File: config.mk
export PLATFORM = sky130hd
export DESIGN_NAME = mem_bus_arbiter
export DESIGN_NICKNAME = d
export VERILOG_FILES = /design/src/rtl/mem_bus_arbiter_pkg.sv /design/src/rtl/mem_bus_arbiter_arb_req_mux.sv /design/src/rtl/mem_bus_arbiter.sv
export VERILOG_INCLUDE_DIRS = /design/src /design/src/rtl
export SDC_FILE = /design/constraint.sdc
export NUM_CORES = 1
export LEC_CHECK = 0
export BUFFER_PORTS_ARGS = -buffer_cell sky130_fd_sc_hd__clkbuf_2
export CORE_AREA = 8 8 118 120
export DETAILED_ROUTE_END_ITERATION = 10
export DIE_AREA = 0 0 126 128
export SYNTH_ARGS = -nofsm -noshare
export SYNTH_HDL_FRONTEND = slang
export SYNTH_SLANG_ARGS = --single-unit
export TNS_END_PERCENT = 30
File: constraint.sdc
create_clock -name clk -period 2 [get_ports clk]
set_input_delay 0.2 -clock clk [delete_from_list [all_inputs] [get_ports clk]]
set_output_delay 0.2 -clock clk [all_outputs]
set_load 0.03 [all_outputs]
File: src/rtl/compile_options.vh
// rtl/compile_options.vh - build options for the memory bus arbiter
// Define MEM_ARB_STARVE_GUARD_EN here to bound consecutive D grants while I waits.
// Left undefined by default: strict D priority.
`ifndef MEM_BUS_ARBITER_COMPILE_OPTIONS_VH
`define MEM_BUS_ARBITER_COMPILE_OPTIONS_VH
// `define MEM_ARB_STARVE_GUARD_EN
`endif

File: src/rtl/mem_bus_arbiter_pkg.sv
// rtl/mem_bus_arbiter_pkg.sv - shared state and direction encodings for the memory bus arbiter
package mem_bus_arbiter_pkg;

  typedef enum logic [1:0] {
    ARB_IDLE  = 2'd0,
    ARB_GNT_I = 2'd1,
    ARB_GNT_D = 2'd2
  } arb_state_t;

  localparam logic RW_READ  = 1'b0;
  localparam logic RW_WRITE = 1'b1;

endpackage

File: src/rtl/mem_bus_arbiter_arb_req_mux.sv
// rtl/mem_bus_arbiter_arb_req_mux.sv - combinational 2:1 request mux onto the memory port
module arb_req_mux
  import mem_bus_arbiter_pkg::*;
#(
  parameter int A_WIDTH = 32
) (
  input  logic [1:0]         grant,
  input  logic [A_WIDTH-1:0] i_a,
  input  logic [31:0]        i_din,
  input  logic               i_strobe,
  input  logic               i_rw,
  input  logic [3:0]         i_wen,
  input  logic [1:0]         i_size,
  input  logic [A_WIDTH-1:0] d_a,
  input  logic [31:0]        d_din,
  input  logic               d_strobe,
  input  logic               d_rw,
  input  logic [3:0]         d_wen,
  input  logic [1:0]         d_size,
  output logic [A_WIDTH-1:0] m_a,
  output logic [31:0]        m_din,
  output logic               m_strobe,
  output logic               m_rw,
  output logic [3:0]         m_wen,
  output logic [1:0]         m_size
);

  // Route the granted side's fields to memory; with no grant the strobe stays low.
  always_comb begin
    m_a      = i_a;
    m_din    = i_din;
    m_strobe = 1'b0;
    m_rw     = RW_READ;
    m_wen    = i_wen;
    m_size   = i_size;
    if (grant[1]) begin
      m_a      = d_a;
      m_din    = d_din;
      m_strobe = d_strobe;
      m_rw     = d_rw;
      m_wen    = d_wen;
      m_size   = d_size;
    end else if (grant[0]) begin
      m_strobe = i_strobe;
      m_rw     = i_rw;
    end
  end

endmodule

File: src/rtl/mem_bus_arbiter.sv
// rtl/mem_bus_arbiter.sv - I/D cache arbiter for the shared memory port (option: MEM_ARB_STARVE_GUARD_EN)
`include "compile_options.vh"

module mem_bus_arbiter
  import mem_bus_arbiter_pkg::*;
#(
  parameter int A_WIDTH      = 32,
  parameter int STARVE_LIMIT = 4
) (
  input  logic               clk,
  input  logic               rst,
  input  logic [A_WIDTH-1:0] i_a,
  input  logic [31:0]        i_din,
  output logic [31:0]        i_dout,
  input  logic               i_strobe,
  input  logic               i_rw,
  input  logic [3:0]         i_wen,
  input  logic [1:0]         i_size,
  output logic               i_ready,
  input  logic [A_WIDTH-1:0] d_a,
  input  logic [31:0]        d_din,
  output logic [31:0]        d_dout,
  input  logic               d_strobe,
  input  logic               d_rw,
  input  logic [3:0]         d_wen,
  input  logic [1:0]         d_size,
  output logic               d_ready,
  output logic [A_WIDTH-1:0] m_a,
  output logic [31:0]        m_din,
  input  logic [31:0]        m_dout,
  output logic               m_strobe,
  output logic               m_rw,
  output logic [3:0]         m_wen,
  output logic [1:0]         m_size,
  input  logic               m_ready,
  output logic [1:0]         grant,
  output logic               busy
);

  arb_state_t state_q, state_d;
  logic       starve_hit;

`ifdef MEM_ARB_STARVE_GUARD_EN
  localparam int CW = $clog2(STARVE_LIMIT + 1);
  logic [CW-1:0] starve_cnt;

  assign starve_hit = (starve_cnt == CW'(STARVE_LIMIT)) && i_strobe;

  // Count D grants that overtook a waiting I; any grant with I not waiting restarts the count.
  always_ff @(posedge clk) begin
    if (rst) begin
      starve_cnt <= '0;
    end else if (state_q == ARB_IDLE) begin
      if (state_d == ARB_GNT_I) begin
        starve_cnt <= '0;
      end else if (state_d == ARB_GNT_D) begin
        if (!i_strobe) begin
          starve_cnt <= '0;
        end else if (starve_cnt != CW'(STARVE_LIMIT)) begin
          starve_cnt <= starve_cnt + CW'(1);
        end
      end
    end
  end
`else
  logic guard_unused;
  assign starve_hit   = 1'b0;
  assign guard_unused = (STARVE_LIMIT != 0);
`endif

  // State register; reset wins over any m_ready seen in the same cycle.
  always_ff @(posedge clk) begin
    if (rst) begin
      state_q <= ARB_IDLE;
    end else begin
      state_q <= state_d;
    end
  end

  // Arbitrate only from IDLE; hold a grant until memory completes it.
  always_comb begin
    state_d = state_q;
    case (state_q)
      ARB_IDLE: begin
        if (starve_hit)    state_d = ARB_GNT_I;
        else if (d_strobe) state_d = ARB_GNT_D;
        else if (i_strobe) state_d = ARB_GNT_I;
      end
      ARB_GNT_I, ARB_GNT_D: begin
        if (m_ready) state_d = ARB_IDLE;
      end
      default: state_d = ARB_IDLE;
    endcase
  end

  // Decode the one-hot {d,i} grant from the current state.
  always_comb begin
    grant = 2'b00;
    case (state_q)
      ARB_GNT_I: grant = 2'b01;
      ARB_GNT_D: grant = 2'b10;
      default:   grant = 2'b00;
    endcase
  end

  assign busy = (state_q != ARB_IDLE);

  // Completion goes only to the granted side and never during reset.
  assign i_ready = m_ready & grant[0] & ~rst;
  assign d_ready = m_ready & grant[1] & ~rst;
  assign i_dout  = m_dout;
  assign d_dout  = m_dout;

  arb_req_mux #(.A_WIDTH(A_WIDTH)) u_req_mux (
    .grant    (grant),
    .i_a      (i_a),
    .i_din    (i_din),
    .i_strobe (i_strobe),
    .i_rw     (i_rw),
    .i_wen    (i_wen),
    .i_size   (i_size),
    .d_a      (d_a),
    .d_din    (d_din),
    .d_strobe (d_strobe),
    .d_rw     (d_rw),
    .d_wen    (d_wen),
    .d_size   (d_size),
    .m_a      (m_a),
    .m_din    (m_din),
    .m_strobe (m_strobe),
    .m_rw     (m_rw),
    .m_wen    (m_wen),
    .m_size   (m_size)
  );

endmodule

==> flow_metrics.py, run 1 <==
metrics = {
    "status": {
        "outcome": "complete, no violations",
    },
    "clocking": {
        "cts_sinks": 2,
        "cts_made_buffers": 3,
        "clockBufferDepth": 2,
        "tritoncts": "done",
        "hold_buffers": 0,
        "cts.clk_slew.worst_paths_ps": 30,
        "cts-root-buf": "clkbuf_16",
        "post_cts_buffers": 0,
        "clk-insertion-delay-late_ps": 220,
        "htree_levels": 1,
    },
    "detailed_routing": {
        "antenna_left": 0,
        "via_per_inst": 3.784,
        "drt_wl_total_um": 8738,
        "drc_errors": 0,
        "routed-via-count": 1801,
        "wl_per_cell_um": 18.36,
        "detail_route.iter0.violations": 29,
        "drt_pass1_iterations": 3,
    },
    "grt": {
        "grt.total_usage": 0.09773,
        "gr-usage-met1": 0.09532,
        "use_met3": 0.04493,
        "antenna_found_initial": 0,
        "grtUsageMet2": 0.1789,
        "grt_pass1_wl_um": 12710,
        "grt-ovfl-total": 0,
        "busiest_layer": "met2",
        "grt_pass1_vias": 2113,
        "grt_max_degree": 46,
    },
    "floorplanning": {
        "ios": 320,
        "die-area_sq_mm": 0.01613,
        "num_rows": 41,
        "die_width_um": 126,
        "core_area_sq_mm": 0.01221,
        "initial_core_util": 0.1553,
        "fp.dieH_um": 128,
    },
    "sta": {
        "fin_skew_ps": 1.016,
        "rsz0062_at_grt": "no",
        "post-route-period-util": 0.9694,
        "hold_violations": 0,
        "drv_slew": 0,
        "max_freq_mhz": 515.8,
        "period_needed_ps": 1939,
        "fin_ws_ps": 61.23,
        "tightestPinTransition_ps": 293.5,
        "setup_tns_ps": 0,
        "setup_viol": 0,
        "slew-limit-headroom": 0.8017,
        "whs_ps": 205.7,
    },
    "worst_setup_path": {
        "path_buf_inv": 3,
        "end_kind": "output pin",
        "crit_path_start_kind": "register",
        "crit_type": "register to output pin",
        "slowest_stage": "mux2_4",
        "slowest_delay_ps": 340,
        "cp_cell_sequence": "inv_1, ha_4, buf_16, mux2_4, clkbuf_2",
        "worst-endpoint-required_ps": 1800,
        "crit_arrival_ps": 1740,
        "cp_max_fo": 23,
        "critPathTopFamily": "buffers and inverters",
    },
    "power_and_ir_drop": {
        "ir_drop_mv": 0.2328,
        "p_leak_nw": 1.609,
        "p_per_area_mw_per_mm2": 549.9,
    },
    "place": {
        "numPortBuffers": 223,
        "pre_cts_slack_ps": 230.8,
        "place_hpwl_um": 7787,
        "place_congestion": 0.8974,
        "place_inst": 472,
    },
    "layout": {
        "drive_above_1_share": 0.9294,
        "final_nets": 512,
        "stdcell_count": 476,
        "syn_to_final_growth_pct": 44.49,
        "top_regs": "state_q: 2 flops",
        "largest_reg_flops": 2,
        "max_flop_register": "state_q",
        "num_antenna_cells": 0,
    },
    "flow_run": {
        "max_cap_viol_count": 0,
    },
    "synth": {
        "synth_edf_count": 0,
        "syn_inst": 168,
        "yosysSeqAreaShare": 0.02112,
        "synthesis.nets": 352,
        "yosysWarningCount": 0,
        "synthFlopType": "dfxtp_1",
        "yosysTopAreaCell": "mux2_4",
        "synth_top_area_frac": 0.5465,
        "synth.most_common_cell": "mux2_4",
        "avgSynthCellArea_sq_um": 11.28,
        "ys_ff_latch": 2,
        "ys_types": 18,
        "post_synth_most_frequent_cells": "mux2_4 (69), buf_4 (64), buf_12 (7)",
        "netlist_area_sq_mm": 0.001896,
        "ys_async_sr_fraction": 0,
        "synthTopCellsByArea": "mux2_4 (55%), buf_4 (25%), buf_12 (7.4%), ha_1 (3.3%), dfxtp_1 (2.1%)",
    },
    "worst_hold_path": {
        "hold_path_class": "primary input to register",
    },
}
==> worst paths after layout <==
check	start	to	slack [ps]	cells after the start
max	state_q[0]$_SDFFE_PP0P_	m_din[9]	60	5
min	rst	state_q[1]$_SDFFE_PP0P_	210	2
max reg2reg	state_q[1]$_SDFFE_PP0P_	state_q[1]$_SDFFE_PP0P_	620	5
min reg2reg	state_q[0]$_SDFFE_PP0P_	state_q[0]$_SDFFE_PP0P_	560	2
==> timing repair <==
action	CTS	global route
cloned	0	1
gates resized for setup	1	1
setup endpoints to repair	1	45
endpoints found under the hold margin	0	0
==> layout by cell type (no fill, tap or decap), drive strengths merged <==
cell type and n:
clkbuf 227, mux2 70, ha 5, nand2 4
inv 3, buf 3, and3b 2, o21ai 2
a21oi 2, dfxtp 2, nand2b 2, a211oi 1
or2 1, nor4bb 1, a31oi 1
==> per-stage QoR <==
step	util	power (mW)	cell area (sq um)
2_1_floorplan	-	1.114	1896
6_report	0.2243	1.506	2739
4_1_cts	0.2220	1.506	2710
3_5_place_dp	0.2152	1.194	2628
5_1_grt	0.2243	1.575	2739
3_3_place_gp	0.2152	1.186	2628
==> area by class of cell <==
type / instances / area [sq um]
clock buffers: 3 / 75.07
fillers: 1308 / 9470
inverters: 3 / 11.26
multi-input cells: 91 / 1225
flip-flops and latches: 2 / 40.04
well taps: 150 / 187.7
repair buffers: 227 / 1200
==> layer usage <==
metal | routed length [um] | vias up
met5 | 0 | -
met4 | 221 | 0
met3 | 1057 | 27
met2 | 4415 | 126
met1 | 3044 | 818
li1 | - | 830
==> power breakdown <==
| group | switching (mW) | leakage (nW) | internal, mW |
|---|---|---|---|
| combinational | 0.645 | 1.56 | 0.513 |
| clock | 0.0454 | 0.0370 | 0.254 |
| sequential | 0.00455 | 0.0165 | 0.0444 |
==> cells by family after synthesis <==
group,after synthesis,share of synthesized area
fa+ha+maj,5,0.03300
flops,2,0.02112
simple gates,10,0.03631
mux,70,0.5525
buf+inv,75,0.3393
compound gates,6,0.01783
(Power assumes the default switching activity.)
==> run 2, diff against run 1 <==
- SYNTH_HIERARCHICAL: not set -> 1
==> flow_metrics.py, run 2 <==
metrics = {
    "grt": {
        "grt.total_usage": 0.08842,
        "grt-ovfl-total": 0,
        "grt_max_degree": 40,
        "antenna_found_initial": 0,
        "grt_pass1_vias": 2058,
        "grt_pass1_wl_um": 11410,
    },
    "power_and_ir_drop": {
        "finalPower_mw": 1.433,
        "p_leak_nw": 1.535,
        "p_per_area_mw_per_mm2": 543.2,
        "ir_drop_mv": 0.3409,
    },
    "sta": {
        "whs_ps": 189.8,
        "rsz0062_at_grt": "no",
        "slew-limit-headroom": 0.8022,
        "post-route-period-util": 0.9591,
        "hold_violations": 0,
        "tightestPinTransition_ps": 296.8,
        "setup_viol": 0,
        "fin_ws_ps": 81.89,
        "period_needed_ps": 1918,
        "setup_tns_ps": 0,
        "max_freq_mhz": 521.3,
        "fin_skew_ps": 0.4970,
        "drv_slew": 0,
    },
    "floorplanning": {
        "fp.dieH_um": 128,
        "core_area_sq_mm": 0.01221,
        "ios": 320,
        "num_rows": 41,
        "die_width_um": 126,
        "die-area_sq_mm": 0.01613,
        "initial_core_util": 0.1451,
    },
    "synth": {
        "ys_types": 18,
        "avgSynthCellArea_sq_um": 10.61,
        "post_synth_most_frequent_cells": "buf_4 (64), mux2_4 (56), mux2_2 (14)",
        "synthesis.nets": 350,
        "synthTopCellsByArea": "mux2_4 (47%), buf_4 (27%), mux2_2 (8.9%), buf_6 (4.4%), ha_1 (2.8%)",
        "synth_edf_count": 0,
        "yosysTopAreaCell": "mux2_4",
        "yosysSeqAreaShare": 0.02260,
        "synthFlopType": "dfxtp_1",
        "yosysWarningCount": 6,
        "syn_inst": 167,
        "synth.most_common_cell": "buf_4",
        "ys_ff_latch": 2,
        "ys_async_sr_fraction": 0,
        "netlist_area_sq_mm": 0.001772,
        "synth_top_area_frac": 0.4746,
    },
    "layout": {
        "syn_to_final_growth_pct": 48.94,
        "stdcell_count": 473,
        "post-route-util": 0.2161,
        "drive_above_1_share": 0.9381,
        "fillers": 1353,
        "final_cell_mix": "clkbuf_2 (223), mux2_4 (56), mux2_2 (14)",
        "layout.area.seq_sq_um": 40.04,
        "multi_input_area_sq_mm": 0.001169,
        "top_regs": "state_q: 2 flops",
        "layout_commonest_cell": "clkbuf_2",
        "final_nets": 508,
        "finish.instance_area_sq_mm": 0.002639,
        "num_antenna_cells": 0,
        "largest_reg_flops": 2,
        "max_flop_register": "state_q",
    },
    "place": {
        "place_area_sq_mm": 0.002564,
        "place_hpwl_um": 7179,
        "place_inst": 470,
        "pre_cts_slack_ps": 330.5,
        "place_congestion": 0.8527,
        "numPortBuffers": 223,
    },
    "worst_setup_path": {
        "crit_arrival_ps": 1720,
        "cp_max_fo": 39,
        "cp_cell_sequence": "inv_1, ha_4, buf_12, mux2_2, clkbuf_2",
        "crit_type": "register to output pin",
        "end_kind": "output pin",
        "slowest_stage": "mux2_2",
        "worst-endpoint-required_ps": 1800,
        "slowest_delay_ps": 370,
        "crit_path_start_kind": "register",
    },
    "status": {
        "outcome": "complete, no violations",
    },
    "detailed_routing": {
        "drt_wl_total_um": 7966,
        "top_layer_used": "met4",
        "routed-via-count": 1799,
        "met2_length_um": 3800,
        "drt_pass1_iterations": 4,
        "wl_met3_um": 1193,
        "met1_length_um": 2868,
        "wl_per_cell_um": 16.84,
        "antenna_left": 0,
        "via_per_inst": 3.803,
        "detail_route.iter0.violations": 18,
        "drc_errors": 0,
    },
    "clocking": {
        "cts_sinks": 2,
        "hold_buffers": 0,
        "post_cts_buffers": 0,
        "cts.clk_slew.worst_paths_ps": 30,
        "htree_levels": 1,
        "clk-insertion-delay-late_ps": 220,
        "tritoncts": "done",
        "cts_resized": 0,
        "cts_made_buffers": 3,
        "cts-root-buf": "clkbuf_16",
        "clockBufferDepth": 2,
    },
    "worst_hold_path": {
        "hold_path_class": "primary input to register",
    },
    "flow_run": {
        "max_cap_viol_count": 0,
    },
}
run 2: changes by cell type after synthesis, sizes merged:
cell | previous run | this run
and4bb | 0 | 1
nor4bb | 1 | 0
ha | 5 | 4
run 2: worst max-delay path: cells and delay by family (launching register included):
family / cells / cell delay [ps]
multiplexers: 1 / 370
flip-flops: 1 / 320
buffers and inverters: 3 / 560
adder cells (fa/ha/maj): 1 / 180
run 2: kinds of logic (layout without fill, tap and decap cells):
group                      count (synthesis)  count (layout)  share of synthesized area
buffers and inverters                     75             231                     0.3249
muxes                                     70              70                     0.5636
and+or+nand+nor                           10              10                    0.04167
AOI/OAI and AO/OA                          6               6                    0.01907
adders and majority gates                  4               4                    0.02825
DFF                                        2               2                    0.02260
run 2: metal layers:
layer / track usage / up-vias
met5: 0 / -
met4: 0.02052 / 0
met3: 0.05200 / 14
met2: 0.1584 / 185
met1: 0.08581 / 779
li1: - / 821
run 2: area by class of cell:
class                           instances  area share
Clock buffer                            3     0.02845
Inverter                                3    0.004267
Multi-Input combinational cell         90      0.4429
Sequential cell                         2     0.01517
Tap cell                              150     0.07112
Timing Repair Buffer                  225      0.4381
run 2: report_power, final:
group | switching (mW) | internal [mW]
Combinational | 0.611 | 0.475
Sequential | 0.00401 | 0.0444
Clock | 0.0447 | 0.254
Total | 0.660 | 0.774
run 2: worst paths after layout:
check                                from                      end  slack [ps]  depth (start not counted)
hold reg to reg   state_q[0]$_SDFFE_PP0P_  state_q[0]$_SDFFE_PP0P_         550                          2
hold / removal                        rst  state_q[1]$_SDFFE_PP0P_         190                          2
setup reg to reg  state_q[0]$_SDFFE_PP0P_  state_q[0]$_SDFFE_PP0P_         760                          5
setup / recovery  state_q[0]$_SDFFE_PP0P_                  m_a[29]          80                          5
